<file path="config.mk">
export PLATFORM = sky130hd
export DESIGN_NAME = div_issue_controller_flat
export DESIGN_NICKNAME = d
export VERILOG_FILES = /design/src/rtl/div_issue_controller_if.sv /design/src/rtl/div_issue_controller.sv /design/src/flat_wrapper.sv
export SDC_FILE = /design/constraint.sdc
export NUM_CORES = 1
export LEC_CHECK = 0
export ABC_AREA = 1
export CORE_UTILIZATION = 44
export CTS_BUF_LIST = sky130_fd_sc_hd__clkbuf_8
export DETAILED_ROUTE_END_ITERATION = 8
export PLACE_DENSITY = 0.9
export REMOVE_ABC_BUFFERS = 1
export SLEW_MARGIN = 10
export SYNTH_ARGS = -nofsm -noshare
export SYNTH_HDL_FRONTEND = slang
export SYNTH_SLANG_ARGS = --single-unit
</file>
<file path="constraint.sdc">
create_clock -name clk -period 1.7 [get_ports clk]
set_clock_uncertainty 0.1 [all_clocks]
set_input_delay 0.17 -clock clk [delete_from_list [all_inputs] [get_ports clk]]
set_output_delay 0.17 -clock clk [all_outputs]
set_load 0.005 [all_outputs]
</file>
<file path="src/rtl/div_issue_controller_if.sv">
// Issue/divider/replay/flush signal bundle for div_issue_controller.
// slave = controller side, master = surrounding pipeline/divider side.
interface div_issue_controller_if #(
  parameter int unsigned AL_PTR_WIDTH = 6
);
  logic                    issueDiv;
  logic [AL_PTR_WIDTH-1:0] issuePtr;
  logic                    divFree;
  logic                    opReady;
  logic                    divFinished;
  logic                    replayGrant;
  logic                    flushValid;
  logic                    flushAll;
  logic [AL_PTR_WIDTH-1:0] flushHead;
  logic [AL_PTR_WIDTH-1:0] flushTail;
  logic                    divAcquire;
  logic [AL_PTR_WIDTH-1:0] acquirePtr;
  logic                    divReq;
  logic                    divRelease;
  logic                    issueBlock;
  logic                    replayReq;
  logic                    wdogErr;

  modport slave (
    input  issueDiv, issuePtr, divFree, opReady, divFinished, replayGrant,
           flushValid, flushAll, flushHead, flushTail,
    output divAcquire, acquirePtr, divReq, divRelease, issueBlock, replayReq,
           wdogErr
  );

  modport master (
    output issueDiv, issuePtr, divFree, opReady, divFinished, replayGrant,
           flushValid, flushAll, flushHead, flushTail,
    input  divAcquire, acquirePtr, divReq, divRelease, issueBlock, replayReq,
           wdogErr
  );
endinterface

</file>
<file path="src/rtl/div_issue_controller.sv">
// Single-divider issue controller: acquire -> request -> replay -> release, with selective flush.
// Optional busy watchdog enabled by defining DIV_ISSUE_WATCHDOG_EN.
module div_issue_controller #(
  parameter int unsigned AL_PTR_WIDTH = 6,
  parameter int unsigned WDOG_LIMIT   = 255
) (
  input logic                   clk,
  input logic                   rst,
  div_issue_controller_if.slave bus
);

  typedef enum logic [1:0] {IDLE, ACQUIRED, REQUESTED, REPLAY} state_e;

  state_e                  state_q, state_d;
  logic [AL_PTR_WIDTH-1:0] heldPtr_q, heldPtr_d;
  logic                    acquire_ok;
  logic                    held_flush;

  // Range is [head, tail) and may wrap; head==tail is empty unless flushAll.
  function automatic logic flush_hit(input logic                    valid,
                                     input logic                    all,
                                     input logic [AL_PTR_WIDTH-1:0] head,
                                     input logic [AL_PTR_WIDTH-1:0] tail,
                                     input logic [AL_PTR_WIDTH-1:0] p);
    logic in_range;
    if (head <= tail) in_range = (p >= head) && (p < tail);
    else              in_range = (p >= head) || (p < tail);
    return valid && (all || in_range);
  endfunction

  always_comb begin
    acquire_ok = bus.issueDiv && bus.divFree &&
                 !flush_hit(bus.flushValid, bus.flushAll, bus.flushHead,
                            bus.flushTail, bus.issuePtr);
    held_flush = flush_hit(bus.flushValid, bus.flushAll, bus.flushHead,
                           bus.flushTail, heldPtr_q);
  end

  always_ff @(posedge clk) begin
    if (rst) begin
      state_q   <= IDLE;
      heldPtr_q <= '0;
    end else begin
      state_q   <= state_d;
      heldPtr_q <= heldPtr_d;
    end
  end

  always_comb begin
    state_d   = state_q;
    heldPtr_d = heldPtr_q;
    unique case (state_q)
      IDLE: begin
        if (acquire_ok) begin
          state_d   = ACQUIRED;
          heldPtr_d = bus.issuePtr;
        end
      end
      ACQUIRED: begin
        if (held_flush)       state_d = IDLE;
        else if (bus.opReady) state_d = REQUESTED;
      end
      REQUESTED: begin
        if (held_flush)           state_d = IDLE;
        else if (bus.divFinished) state_d = REPLAY;
      end
      REPLAY: begin
        if (held_flush || bus.replayGrant) state_d = IDLE;
      end
      default: state_d = IDLE;
    endcase
  end

`ifdef DIV_ISSUE_WATCHDOG_EN
  localparam int unsigned WCW = (WDOG_LIMIT < 2) ? 1 : $clog2(WDOG_LIMIT + 1);
  localparam logic [WCW-1:0] WLIM = WCW'(WDOG_LIMIT);

  logic [WCW-1:0] wcnt_q, wcnt_d;
  logic           werr_q, werr_d;

  always_comb begin
    wcnt_d = wcnt_q;
    werr_d = werr_q;
    if (state_q == ACQUIRED && state_d == REQUESTED) begin
      wcnt_d = '0;
    end else if (state_q == REQUESTED && wcnt_q != WLIM) begin
      wcnt_d = wcnt_q + 1'b1;
    end
    // Staying in REQUESTED means no divFinished and no flush this cycle.
    if (state_q == REQUESTED && state_d == REQUESTED && wcnt_d == WLIM) begin
      werr_d = 1'b1;
    end
  end

  always_ff @(posedge clk) begin
    if (rst) begin
      wcnt_q <= '0;
      werr_q <= 1'b0;
    end else begin
      wcnt_q <= wcnt_d;
      werr_q <= werr_d;
    end
  end
`endif

  always_comb begin
    bus.divAcquire = 1'b0;
    bus.acquirePtr = '0;
    bus.divReq     = 1'b0;
    bus.divRelease = 1'b0;
    bus.replayReq  = 1'b0;
    bus.issueBlock = 1'b0;
`ifdef DIV_ISSUE_WATCHDOG_EN
    bus.wdogErr    = werr_q;
`else
    bus.wdogErr    = 1'b0 && (WDOG_LIMIT == 0);
`endif
    if (!rst) begin
      bus.issueBlock = (state_q != IDLE);
      unique case (state_q)
        IDLE: begin
          if (acquire_ok) begin
            bus.divAcquire = 1'b1;
            bus.acquirePtr = bus.issuePtr;
          end
        end
        ACQUIRED:  bus.divReq = bus.opReady && !held_flush;
        REQUESTED: ;
        REPLAY: begin
          bus.replayReq  = !held_flush;
          bus.divRelease = bus.replayGrant && !held_flush;
        end
        default: ;
      endcase
    end
  end

endmodule

</file>
<file path="src/flat_wrapper.sv">
// flat-port wrapper written by rule: the top's interface ports become plain ports
module div_issue_controller_flat 
#(
  parameter int unsigned AL_PTR_WIDTH = 6,
  parameter int unsigned WDOG_LIMIT   = 255
)
  (clk, rst, bus_issueDiv, bus_issuePtr, bus_divFree, bus_opReady, bus_divFinished, bus_replayGrant, bus_flushValid, bus_flushAll, bus_flushHead, bus_flushTail, bus_divAcquire, bus_acquirePtr, bus_divReq, bus_divRelease, bus_issueBlock, bus_replayReq, bus_wdogErr);
  div_issue_controller_if #(.AL_PTR_WIDTH(AL_PTR_WIDTH)) bus_i ();
  input logic clk;
  input logic rst;
  input wire logic [$bits(bus_i.issueDiv)-1:0] bus_issueDiv;
  input wire logic [$bits(bus_i.issuePtr)-1:0] bus_issuePtr;
  input wire logic [$bits(bus_i.divFree)-1:0] bus_divFree;
  input wire logic [$bits(bus_i.opReady)-1:0] bus_opReady;
  input wire logic [$bits(bus_i.divFinished)-1:0] bus_divFinished;
  input wire logic [$bits(bus_i.replayGrant)-1:0] bus_replayGrant;
  input wire logic [$bits(bus_i.flushValid)-1:0] bus_flushValid;
  input wire logic [$bits(bus_i.flushAll)-1:0] bus_flushAll;
  input wire logic [$bits(bus_i.flushHead)-1:0] bus_flushHead;
  input wire logic [$bits(bus_i.flushTail)-1:0] bus_flushTail;
  output wire logic [$bits(bus_i.divAcquire)-1:0] bus_divAcquire;
  output wire logic [$bits(bus_i.acquirePtr)-1:0] bus_acquirePtr;
  output wire logic [$bits(bus_i.divReq)-1:0] bus_divReq;
  output wire logic [$bits(bus_i.divRelease)-1:0] bus_divRelease;
  output wire logic [$bits(bus_i.issueBlock)-1:0] bus_issueBlock;
  output wire logic [$bits(bus_i.replayReq)-1:0] bus_replayReq;
  output wire logic [$bits(bus_i.wdogErr)-1:0] bus_wdogErr;
  assign bus_i.issueDiv = bus_issueDiv;
  assign bus_i.issuePtr = bus_issuePtr;
  assign bus_i.divFree = bus_divFree;
  assign bus_i.opReady = bus_opReady;
  assign bus_i.divFinished = bus_divFinished;
  assign bus_i.replayGrant = bus_replayGrant;
  assign bus_i.flushValid = bus_flushValid;
  assign bus_i.flushAll = bus_flushAll;
  assign bus_i.flushHead = bus_flushHead;
  assign bus_i.flushTail = bus_flushTail;
  assign bus_divAcquire = bus_i.divAcquire;
  assign bus_acquirePtr = bus_i.acquirePtr;
  assign bus_divReq = bus_i.divReq;
  assign bus_divRelease = bus_i.divRelease;
  assign bus_issueBlock = bus_i.issueBlock;
  assign bus_replayReq = bus_i.replayReq;
  assign bus_wdogErr = bus_i.wdogErr;
  div_issue_controller #(.AL_PTR_WIDTH(AL_PTR_WIDTH), .WDOG_LIMIT(WDOG_LIMIT)) u_core (.clk(clk), .rst(rst), .bus(bus_i));
endmodule
</file>
==> metrics.log <==
INFO  metric critical_path.startpoint_type = input pin
INFO  metric ys_top_cells_by_area = ha_1, nand2_1, inv_1
INFO  metric path_delay_family = simple AND/OR/NAND/NOR gates
INFO  metric critical_path.endpoint_type = output pin
INFO  metric synth_top_area_frac = 0.274
INFO  metric vias = 1948
INFO  metric place.detailed.hpwl = 2810 µm
INFO  metric power = 1.61 mW
INFO  metric firstDrtPassIters = 5
INFO  metric synth.largest_area_cell = ha_1
INFO  metric synth-warning-count = 0
INFO  metric cts_tree = built
INFO  metric vias_in_the_first_global_route = between 1.5k and 2k
INFO  metric worst_path_largest_cell_delay = 230 ps
INFO  metric cp.required = around 1400 ps
INFO  metric number_of_vias_per_cell_after_detailed_routing = between 5 and 6
INFO  metric start_util = 0.463
INFO  metric grt_first_pass_wirelength = 8070 µm
INFO  metric path_cells = buf_4 > ha_4 > inv_2 > nand2_1 > nand2_1 > nand2_1 > nand2_1 > nand2_1 > inv_1 > nand2_2 > nand2_2 > nand2_2 > nand2_2 > nand2_4 > nor2_4 > nand2_2 > inv_4 > buf_6 > nand2_4 > inv_1 > buf_2
INFO  metric portBuffers = 37
INFO  metric first_iter_violations = between 150 and 200
INFO  metric number_of_different_library_cells_in_the_post_synthesis_netlist = 23
INFO  metric die_y = 55.9 µm
INFO  metric total_routing_usage_reported_by_global_routing = 0.336
INFO  metric site_rows = 19
INFO  metric criticalPathCategory = in2out
INFO  metric grt_start_max_net_pins = 9
INFO  metric clock.fmax = 434 MHz
INFO  metric cts_max_path_buffers = 2
INFO  metric timing.reg2reg.setup_slack = -430 ps
INFO  metric regArea = ~170 µm²
INFO  metric grt_setup_unrepaired = true
INFO  metric timing.critical_path.arrival = 2030 ps
INFO  metric max-cap-violations = 0
INFO  metric drv_slew = 0
INFO  metric critical-path-slowest-cell = ha_4
INFO  metric yosys_register_bits = 8
INFO  metric pin_count = 39
INFO  metric syn_to_final_growth = 103%
INFO  metric clock-root-buffer = clkbuf_8
INFO  metric die_area = 3120 µm²
INFO  metric post_synth_instance_area = 1280 µm²
INFO  metric total_routed_wirelength = roughly 6700 µm
INFO  metric die_width = 55.9 µm
INFO  metric diodes = 0
INFO  metric postCtsHoldBufs = 0
INFO  metric outcome = finished, violations left
INFO  metric hold_viol = 0
INFO  metric share_of_layout_cells_above_drive_strength_1 = 0.625
INFO  metric report.final.setup_viol = 18
INFO  metric power.density_cell_area = ~620 nW/µm²
INFO  metric power.leakage = 1.39 nW
INFO  metric postSynthAreaPerCell = around 6.1 µm²
INFO  metric globalplace.congestion = 0.874
INFO  metric cts_buffers = 3
INFO  metric post-route-min-period = 2300 ps
INFO  metric synth_seq_area_share = 0.125
INFO  metric antenna_found_initial = 0
INFO  metric holdCritPathClass = in2reg
INFO  metric floorplan.core_area = 2760 µm²
INFO  metric worstPathBufferInverterCount = 7
INFO  metric critPathMaxFanout = 5
INFO  metric area_of_combinational_cells_with_multiple_inputs = 1400 µm²
INFO  metric drc_errors = 0
INFO  metric period_utilization = 1.36
INFO  metric syn_inst = 210
INFO  metric avgRoutedWirePerCell = 20.3 µm
INFO  metric violations = negative setup slack
INFO  metric clock_latency = 240 ps
INFO  metric nets = between 300 and 400
INFO  metric h-tree-depth = 1
INFO  metric setup_tns = -7990 ps
INFO  metric fillers = 85
INFO  metric grt-ovfl-total = 0
INFO  metric ir_drop = about 1.1 mV
INFO  metric clk_pin_slew_worst_paths = 40 ps
INFO  metric post-route-worst-setup-slack = -604 ps
INFO  metric clock_sink_count = 8
INFO  metric antenna_left = 0
[worst paths after layout]
| path | startpoint | endpoint | cells after the start |
|---|---|---|---|
| hold / removal | bus_issuePtr[0] | u_core.heldPtr_q[0]$_SDFFE_PP0P_ | 4 |
| setup / recovery | bus_flushHead[0] | bus_acquirePtr[2] | 21 |
| hold reg to reg | u_core.heldPtr_q[3]$_SDFFE_PP0P_ | u_core.heldPtr_q[3]$_SDFFE_PP0P_ | 2 |
| setup reg to reg | u_core.heldPtr_q[5]$_SDFFE_PP0P_ | u_core.state_q[1]$_SDFFE_PP0P_ | 12 |
[sequential cells by signal, indices dropped and copies added (netlist names)]
| signal | cells |
|---|---|
| u_core.state_q | 2 |
| u_core.heldPtr_q | 6 |
[timing repair]
| action | in CTS | in global routing |
|---|---|---|
| resized for setup | 203 | 51 |
| endpoints found under the setup margin | 18 | 19 |
| pin swaps | 40 | 30 |
| buffers inserted | 13 | 3 |
[per-stage QoR]
step	setup WS (ps)	area [µm²]	utilization	hold WS, ps	cells
2_1_floorplan	-64.8	1270	-	172	209
3_3_place_gp	-1100	1940	0.704	404	312
3_5_place_dp	-1220	1940	0.704	410	312
4_1_cts	-369	2410	0.874	201	327
5_1_grt	-682	2600	0.941	215	330
6_report	-604	2600	0.941	199	330
[where the power goes]
group | internal (mW) | switching (mW)
registers | 0.221 | 0.0283
logic | 0.504 | 0.603
clock network | 0.156 | 0.0985
total | 0.881 | 0.730
[cells in the final DEF, fill, tap and decap left out, types with 2 or more instances in the layout]
cell type        netlist  routed
a21oi_2                2       5
inv_1                 45      21
buf_8                  0       2
a21oi_1                8       4
dfxtp_1                8       4
buf_2                  0      11
nor2_1                14      11
buf_4                  1      44
clkbuf_8               0       3
nand2_2                5      25
nand3_1                5       2
inv_2                  0      17
nor2_4                 1       4
ha_4                   0      22
nand2_4                1      11
o211ai_1               6       6
ha_1                  28       5
dfxtp_4                0       3
nand2_1               74      44
clkdlybuf4s50_1        0       8
buf_6                  0      19
nor2_2                 2       2
nand3_2                1       4
inv_4                  1       7
[kinds of logic (layout without fill, tap and decap cells)]
logic type / after synthesis / count (layout) / synth area share
buffers and inverters: 48 / 137 / 0.146
adder cells (fa/ha/maj): 28 / 28 / 0.274
other: 1 / 1 / 0.00294
AND/OR/NAND/NOR: 106 / 106 / 0.353
flip-flops: 8 / 8 / 0.125
AO/OA/AOI/OAI: 19 / 19 / 0.0989
[cells in the mapped netlist]
master / count
ha_1: 28
nand3_1: 5
inv_4: 1
nor2_2: 2
nand2_4: 1
and2_4: 1
nor2_4: 1
o211ai_1: 6
nand2_2: 5
o21bai_1: 1
clkinv_1: 1
a21oi_1: 8
inv_1: 45
nor2_1: 14
a21oi_2: 2
nand2_1: 74
conb_1: 1
dfxtp_1: 8
nand3_2: 1
buf_4: 1
nor3_1: 2
o31ai_1: 1
o21ai_2: 1
[worst reg2reg max path, cell delays in order (launching register included)]
cell	delay, ps
dfxtp_4	360
ha_4	260
a21oi_2	210
nand2_1	80
a21oi_1	160
a21oi_1	90
nand2_1	80
nand2_2	110
buf_6	150
nand3_1	120
nand2_1	110
nor2_1	110
nor2_1	60
[layer usage]
layer | track usage | up-vias | part of all wire
met4 | 0.122 | 0 | 0.075
met3 | 0.0721 | 60 | 0.098
met1 | 0.358 | 873 | 0.34
met5 | 0 | - | 0
met2 | 0.644 | 184 | 0.49
li1 | - | 831 | -
[area by class of cell]
class / count / share of cell area
multi-input cells: 154 / 0.539
clock buffers: 3 / 0.0159
repair buffers: 87 / 0.286
flip-flops and latches: 8 / 0.0665
well taps: 31 / 0.0149
inverters: 47 / 0.0776
Power figures use the tool's default switching activity.
